`src/rtl/nn_host_driver_if.sv`:
```
// Network-side bus of nn_host_driver: control pins, input-read port and output-write port.
// The master modport belongs to the host driver and the slave modport belongs to the network.
interface nn_host_driver_if #(
    parameter int DATA_W = 8,
    parameter int N_IN   = 2,
    parameter int N_OUT  = 1
);
    localparam int AW_IN  = (N_IN  > 1) ? $clog2(N_IN)  : 1;
    localparam int AW_OUT = (N_OUT > 1) ? $clog2(N_OUT) : 1;

    logic                     net_rst;
    logic                     net_fill;
    logic                     net_ack_fill;
    logic                     net_req;
    logic                     net_ack_network;
    logic                     net_rd_en;
    logic [AW_IN-1:0]         net_rd_addr;
    logic signed [DATA_W-1:0] net_in_data;
    logic                     net_wr_en;
    logic [AW_OUT-1:0]        net_wr_addr;
    logic signed [DATA_W-1:0] net_wr_data;

    modport master (
        output net_rst, net_fill, net_req, net_in_data,
        input  net_ack_fill, net_ack_network, net_rd_en, net_rd_addr,
               net_wr_en, net_wr_addr, net_wr_data
    );

    modport slave (
        input  net_rst, net_fill, net_req, net_in_data,
        output net_ack_fill, net_ack_network, net_rd_en, net_rd_addr,
               net_wr_en, net_wr_addr, net_wr_data
    );
endinterface

```
`src/rtl/nn_host_driver.sv`:
```
// Host-side driver for one network instance: owns the input/result buffers and sequences
// network reset, input fill and the inference request, with a cycle timeout on fill+run.
module nn_host_driver #(
    parameter int DATA_W  = 8,
    parameter int N_IN    = 2,
    parameter int N_OUT   = 1,
    parameter int TIMEOUT = 1024,
    localparam int AW_IN  = (N_IN  > 1) ? $clog2(N_IN)  : 1,
    localparam int AW_OUT = (N_OUT > 1) ? $clog2(N_OUT) : 1
) (
    input  logic                     clk,
    input  logic                     rst,
    input  logic                     host_wr_en,
    input  logic [AW_IN-1:0]         host_wr_addr,
    input  logic signed [DATA_W-1:0] host_wr_data,
    input  logic                     start,
    input  logic [AW_OUT-1:0]        host_rd_addr,
    output logic signed [DATA_W-1:0] host_rd_data,
    output logic                     busy,
    output logic                     done,
    output logic                     err,
    output logic [N_OUT-1:0]         out_mask,
    nn_host_driver_if.master         net
);
    localparam int CW = (TIMEOUT > 1) ? $clog2(TIMEOUT) : 1;

    typedef enum logic [2:0] {IDLE, RST_NET, FILL, RUN, DONE} state_t;

    state_t                   state;
    state_t                   state_nx;
    logic                     rst_phase;
    logic [CW-1:0]            tmo_cnt;
    logic signed [DATA_W-1:0] in_buf  [N_IN];
    logic signed [DATA_W-1:0] out_buf [N_OUT];

    logic host_open;
    logic capture;
    logic launch;
    logic tmo_hit;
    logic net_rst_c;
    logic net_fill_c;
    logic net_req_c;

    assign host_open = (state == IDLE) || (state == DONE);
    assign capture   = (state == FILL) || (state == RUN);
    assign launch    = host_open && start;
    assign tmo_hit   = capture && (tmo_cnt == CW'(TIMEOUT - 1));

    // NOTE: every output of a combinational block gets a default before the case, so no
    // path through it leaves a variable unassigned and no latch is inferred.
    always_comb begin
        state_nx   = state;
        busy       = 1'b0;
        done       = 1'b0;
        net_rst_c  = rst;
        net_fill_c = 1'b0;
        net_req_c  = 1'b0;
        case (state)
            IDLE: begin
                if (start) state_nx = RST_NET;
            end
            RST_NET: begin
                busy      = 1'b1;
                net_rst_c = 1'b1;
                if (rst_phase) state_nx = FILL;
            end
            FILL: begin
                busy       = 1'b1;
                net_fill_c = 1'b1;
                if (tmo_hit)               state_nx = DONE;
                else if (net.net_ack_fill) state_nx = RUN;
            end
            RUN: begin
                busy      = 1'b1;
                net_req_c = 1'b1;
                if (tmo_hit || net.net_ack_network) state_nx = DONE;
            end
            DONE: begin
                done = 1'b1;
                if (start) state_nx = RST_NET;
            end
            default: state_nx = IDLE;
        endcase
    end

    assign net.net_rst  = net_rst_c;
    assign net.net_fill = net_fill_c;
    assign net.net_req  = net_req_c;

    // NOTE: the buffers are reset like any other register so a host read after reset is
    // deterministic; this rules out block-RAM mapping, which these tiny buffers do not need.
    always_ff @(posedge clk) begin
        if (rst) begin
            state     <= IDLE;
            rst_phase <= 1'b0;
            tmo_cnt   <= '0;
            err       <= 1'b0;
            out_mask  <= '0;
            for (int i = 0; i < N_IN; i++)  in_buf[i]  <= '0;
            for (int i = 0; i < N_OUT; i++) out_buf[i] <= '0;
        end else begin
            state     <= state_nx;
            // Two-cycle network reset: phase 0 then phase 1, cleared outside RST_NET.
            rst_phase <= (state == RST_NET) ? ~rst_phase : 1'b0;

            if (launch) begin
                err      <= 1'b0;
                out_mask <= '0;
                tmo_cnt  <= '0;
            end else if (capture) begin
                if (tmo_hit) err     <= 1'b1;
                else         tmo_cnt <= tmo_cnt + CW'(1);
            end

            // Address matching drops out-of-range indices without a separate bound check.
            if (host_open && host_wr_en) begin
                for (int i = 0; i < N_IN; i++) begin
                    if (host_wr_addr == AW_IN'(i)) in_buf[i] <= host_wr_data;
                end
            end

            if (capture && net.net_wr_en) begin
                for (int i = 0; i < N_OUT; i++) begin
                    if (net.net_wr_addr == AW_OUT'(i)) begin
                        out_buf[i]  <= net.net_wr_data;
                        out_mask[i] <= 1'b1;
                    end
                end
            end
        end
    end

    // The network samples the read data a cycle after its strobe, so this port is
    // answered combinationally every cycle regardless of net_rd_en.
    always_comb begin
        net.net_in_data = '0;
        for (int i = 0; i < N_IN; i++) begin
            if (net.net_rd_addr == AW_IN'(i)) net.net_in_data = in_buf[i];
        end
    end

    always_comb begin
        host_rd_data = '0;
        for (int i = 0; i < N_OUT; i++) begin
            if (host_rd_addr == AW_OUT'(i)) host_rd_data = out_buf[i];
        end
    end
endmodule

```
`src/flat_wrapper.sv`:
```
// flat-port wrapper written by rule: the top's interface ports become plain ports
module nn_host_driver_flat 
#(
    parameter int DATA_W  = 8,
    parameter int N_IN    = 2,
    parameter int N_OUT   = 1,
    parameter int TIMEOUT = 1024,
    localparam int AW_IN  = (N_IN  > 1) ? $clog2(N_IN)  : 1,
    localparam int AW_OUT = (N_OUT > 1) ? $clog2(N_OUT) : 1
)
  (clk, rst, host_wr_en, host_wr_addr, host_wr_data, start, host_rd_addr, host_rd_data, busy, done, err, out_mask, net_net_rst, net_net_fill, net_net_req, net_net_in_data, net_net_ack_fill, net_net_ack_network, net_net_rd_en, net_net_rd_addr, net_net_wr_en, net_net_wr_addr, net_net_wr_data);
  nn_host_driver_if #(.DATA_W(DATA_W), .N_IN(N_IN), .N_OUT(N_OUT)) net_i ();
  input  logic clk;
  input  logic rst;
  input  logic host_wr_en;
  input  logic [AW_IN-1:0] host_wr_addr;
  input  logic signed [DATA_W-1:0] host_wr_data;
  input  logic start;
  input  logic [AW_OUT-1:0] host_rd_addr;
  output logic signed [DATA_W-1:0] host_rd_data;
  output logic busy;
  output logic done;
  output logic err;
  output logic [N_OUT-1:0] out_mask;
  output wire logic [$bits(net_i.net_rst)-1:0] net_net_rst;
  output wire logic [$bits(net_i.net_fill)-1:0] net_net_fill;
  output wire logic [$bits(net_i.net_req)-1:0] net_net_req;
  output wire logic [$bits(net_i.net_in_data)-1:0] net_net_in_data;
  input wire logic [$bits(net_i.net_ack_fill)-1:0] net_net_ack_fill;
  input wire logic [$bits(net_i.net_ack_network)-1:0] net_net_ack_network;
  input wire logic [$bits(net_i.net_rd_en)-1:0] net_net_rd_en;
  input wire logic [$bits(net_i.net_rd_addr)-1:0] net_net_rd_addr;
  input wire logic [$bits(net_i.net_wr_en)-1:0] net_net_wr_en;
  input wire logic [$bits(net_i.net_wr_addr)-1:0] net_net_wr_addr;
  input wire logic [$bits(net_i.net_wr_data)-1:0] net_net_wr_data;
  assign net_net_rst = net_i.net_rst;
  assign net_net_fill = net_i.net_fill;
  assign net_net_req = net_i.net_req;
  assign net_net_in_data = net_i.net_in_data;
  assign net_i.net_ack_fill = net_net_ack_fill;
  assign net_i.net_ack_network = net_net_ack_network;
  assign net_i.net_rd_en = net_net_rd_en;
  assign net_i.net_rd_addr = net_net_rd_addr;
  assign net_i.net_wr_en = net_net_wr_en;
  assign net_i.net_wr_addr = net_net_wr_addr;
  assign net_i.net_wr_data = net_net_wr_data;
  nn_host_driver #(.DATA_W(DATA_W), .N_IN(N_IN), .N_OUT(N_OUT), .TIMEOUT(TIMEOUT)) u_core (.clk(clk), .rst(rst), .host_wr_en(host_wr_en), .host_wr_addr(host_wr_addr), .host_wr_data(host_wr_data), .start(start), .host_rd_addr(host_rd_addr), .host_rd_data(host_rd_data), .busy(busy), .done(done), .err(err), .out_mask(out_mask), .net(net_i));
endmodule
```
`config.mk`:
```
export PLATFORM = sky130hd
export DESIGN_NAME = nn_host_driver_flat
export DESIGN_NICKNAME = d
export VERILOG_FILES = /design/src/rtl/nn_host_driver_if.sv /design/src/rtl/nn_host_driver.sv /design/src/flat_wrapper.sv
export SDC_FILE = /design/constraint.sdc
export NUM_CORES = 1
export LEC_CHECK = 0
export BUFFER_PORTS_ARGS = -buffer_cell sky130_fd_sc_hd__clkbuf_2
export CORE_ASPECT_RATIO = 0.6
export CORE_MARGIN = 1
export CORE_UTILIZATION = 25
export CTS_CLUSTER_SIZE = 16
export DETAILED_ROUTE_END_ITERATION = 8
export PLACE_DENSITY = 0.5
export RECOVER_POWER = 25
export SYNTH_ARGS = -nofsm -noshare
export SYNTH_HDL_FRONTEND = slang
export SYNTH_SLANG_ARGS = --single-unit
export TNS_END_PERCENT = 50
```
`constraint.sdc`:
```
create_clock -name clk -period 4.1 [get_ports clk]
set_clock_uncertainty 0.1 [all_clocks]
set_input_delay 0.82 -clock clk [delete_from_list [all_inputs] [get_ports clk]]
set_output_delay 0.82 -clock clk [all_outputs]
set_load 0.01 [all_outputs]
```
==> impl_summary.txt <==
----------------------------------------------------
[Timing]
  Final worst-path cycle share ... about three fifths
  Fin Setup TNS ... 0 ps
  Max-slew violations ... 0
  RSZ-0062 raised after global routing ... no
  Max transition margin ... 42.0%
  Highest clock frequency the design can meet ... 401 MHz
  Final Critical Period ... between 2000 and 2500 ps
  Number of failing hold endpoints at the final stage ... 0
  Total of endpoints with negative setup slack in the final report ... 0
  Transition time at the pin with the least slew margin ... between 800 and 900 ps
  Final-layout worst hold slack ... between 300 and 400 ps

[Clock network]
  Clk Latency, worst-skew pair ... 280 ps
  Clock tree buffer depth ... 2
  Number of H-tree branching levels ... 2
  Root buf cell ... clkbuf_16
  Resized Gates After CTS ... 0
  TritonCTS clock tree ... yes
  Clock transition at the register clock pins on the worst setup and hold paths after CTS ... around 60 ps
  Number of buffers created by CTS ... 5
  Clk sinks ... 40
  Hold buffer count at cts ... 0
  Count of buffers added by post-CTS timing repair for setup ... 0

[Floorplanning]
  Effective utilization at floorplan ... between 20% and 30%
  Core Footprint ... slightly below 0.007 mm^2
  Cell Rows ... 23
  Die boundary width ... around 110 um
  IO Pins ... slightly above 50
  Vertical die dimension ... 68.8 um
  Die outline area ... roughly 0.0078 mm^2

[Detailed routing]
  Detailed-routing iteration count for the pre-antenna-repair pass ... 4
  Antenna viol nets, final ... 0
  Detailed-route wire length per cell ... ~12 um
  Total via count after detailed routing ... 1,327
  Average vias per placed instance ... roughly 4.3
  Number of DRC markers in iteration 0 ... 47
  Total DRC errors in the routed layout ... 0
  Final wirelength ... approximately 3900 um

[Power and ir drop]
  Total power divided by cell area ... around 420 mW/mm^2
  Share of total power in sequential cells ... between 40% and 50%
  Net switching share of the total power ... 21.6%
  Part of the power in the clock network ... a little under half
  Int Power ... around 0.00077 W
  Worst-case vdd ir drop ... approximately 0.00018 V
  Part of the power in combinational logic ... 8.0%
  Net Sw Power ... ~0.00021 W
  Lkg Pwr ... about 0.95 nW
  Total chip power ... between 0.0009 and 0.001 W

[Synth]
  Syn Nets ... 188
  Cell accounting for the most synthesized area ... edfxtp_1
  Synthesized-area fraction occupied by and/or/nand/nor cells ... 21.9%
  Leading register cell type out of synthesis ... edfxtp_1
  Multiplexer share of the synthesized area ... 5.39%
  Number of different library cells in the post-synthesis netlist ... 45
  Syn. warnings ... 0
  Avg Synthesized Cell Area ... ~12 um^2
  Area share of the leading cell type in the synthesized netlist ... around two fifths
  Async S/R FF share, synth ... 0%
  Post-synthesis share of cell area spent on full adders, half adders and majority gates ... less than 1%
  Library cell with the highest instance count after synthesis ... edfxtp_1
  Number of flops mapped to enable cells by yosys ... 24
  Largest family of logic cells by synthesized area ... simple AND/OR/NAND/NOR gates
  Complex-gate fraction of the synthesized area ... a little under an eighth
  Synthesized-area fraction occupied by xor and xnor cells ... 1.42%
  Cell area after technology mapping ... approximately 0.0019 mm^2
  Synth cell count leaders ... edfxtp_1, and2_1, dfxtp_1
  Number of storage elements in the synthesis netlist ... 40
  Sequential element share of the synthesized area ... between 50% and 60%
  Number of instances in the synthesized netlist ... roughly 160
  Top post-synthesis cells by area ... edfxtp_1, dfxtp_1, and2_1

[Status]
  Status ... finished clean

[Critical path]
  Kind of cell with the highest combined delay on the critical path ... buffers and inverters
  Setup crit end kind ... output pin
  Worst r2r path cells ... 3
  Minimum setup slack among reg-to-reg paths ... roughly 2100 ps
  Largest incremental delay on the critical path ... roughly 410 ps
  CP Class ... input port to output pin
  Required time of the worst setup path ... 3180 ps
  RR Endpoint ... u_core.out_buf[0][0]
  Worst setup SP type ... input port
  Sequence of cells on the critical path ... clkbuf_1, o21bai_1, clkbuf_2
  Buffering stage count on the worst path with inverters included ... 2
  Maximum fanout count along the critical path ... 13
  Critical R2R Launch ... u_core.state[1]
  Max stage delay cell, worst path ... clkbuf_1
  Arrival time of data at the critical path endpoint ... about 1600 ps

[Worst hold path]
  Hold Path Depth ... 1
  Worst Hold Path EP ... u_core.out_mask
  Min-delay worst type ... flop to flop
  Worst hold path startpoint ... u_core.out_mask

[Global route]
  Largest net degree at the start of global routing ... 15
  Total global routing track utilization ... roughly a tenth
  Vias in the first global route ... 1,187
  Overflow after GRT ... 0
  Initial antenna violation count ... 0
  Wire length of the first global-routing pass ... between 6000 and 7000 um

[Run]
  Max-capacitance violation count ... 0

[Final layout]
  Area growth from synthesis to layout ... 24.5%
  Final antenna diode count ... 0
  Final standard cell count with taps included and fillers excluded ... 309
  Layout cell share with drive strength beyond 1 ... a little under a third
  Net count of the finished layout ... 237
  Fill count ... between 700 and 800

[Place]
  Placed cell count ... around 300
  Number of buffers added on ports ... roughly 50
  Placer congestion estimate ... about 0.75
  Placed wire-length estimate ... between 2000 and 3000 um

----------------------------------------------------
through the flow:
step                instance area [um^2]  util (%)  setup slack (ps)
finish                              2310      33.3              1610
global route                        2310      33.3              1550
CTS                                 2350      33.9              1620
detailed placement                  2180      31.4              1630
global placement                    2180      31.4              1620
floorplan                           1860         -              1700
power by group through the flow:
stage / combinational [W] / sequential, W / clock, W
6_report: 0.0000788 / 0.000453 / 0.000449
5_1_grt: 0.0000880 / 0.000455 / 0.000480
4_1_cts: 0.0000826 / 0.000453 / 0.000460
3_5_place_dp: 0.0000820 / 0.000462 / 0
3_3_place_gp: 0.0000821 / 0.000462 / 0
2_1_floorplan: 0.0000510 / 0.000457 / 0
worst max path at each step:
stage	start	endpoint	slack (ps)	cells after the start
5_1_grt	rst	net_net_rst	1550	3
4_1_cts	net_net_rd_addr	net_net_in_data[3]	1620	3
3_3_place_gp	net_net_rd_addr	net_net_in_data[0]	1620	3
2_1_floorplan	net_net_rd_addr	net_net_in_data[0]	1700	2
6_report	rst	net_net_rst	1610	3
3_5_place_dp	net_net_rd_addr	net_net_in_data[3]	1630	3
final cells by class:
cell class                      instances  area (um^2)  area share [%]
Sequential cell                        40         1040            45.0
Multi-Input combinational cell        109          721            31.2
Timing Repair Buffer                   49          241            10.4
Clock buffer                            5          125            5.41
Tap cell                              100          125            5.41
Clock inverter                          3         46.3            2.00
Inverter                                3         11.3           0.487
logic make-up after synthesis:
logic type / after synthesis
AND/OR/NAND/NOR: 69
AO/OA/AOI/OAI: 27
buffers and inverters: 10
flip-flops: 40
multiplexers: 9
XOR/XNOR: 3
adder cells (fa/ha/maj): 1
sequential cells by signal, indices dropped and copies added (netlist names):
name,flops
u_core.state,3
u_core.out_mask,1
u_core.in_buf,16
u_core.rst_phase,1
u_core.tmo_cnt,10
u_core.out_buf,8
u_core.err,1
metal layers:
layer  share of wire (%)  vias to the layer above  track usage (%)
li1                    -                      673                -
met1                  58                      608             16.0
met2                  36                       41             13.2
met3                 5.9                        5             3.67
met4                0.49                        0             2.47
met5                   0                        -                0
layout by cell type (no fill, tap or decap), drive strengths merged, types with 2 or more instances in the layout:
| master | instances |
|---|---|
| o21ai | 3 |
| nor2b | 8 |
| o31ai | 3 |
| inv | 4 |
| a21o | 2 |
| edfxtp | 24 |
| a31oi | 3 |
| nand2 | 8 |
| nand2b | 3 |
| nor2 | 12 |
| nor3 | 5 |
| nand3 | 2 |
| o21bai | 3 |
| dfxtp | 16 |
| nor4 | 3 |
| and2 | 20 |
| a21oi | 5 |
| clkbuf | 54 |
| o211ai | 2 |
| nand4 | 2 |
| mux2 | 8 |
| xor2 | 3 |
(Power assumes the default switching activity.)
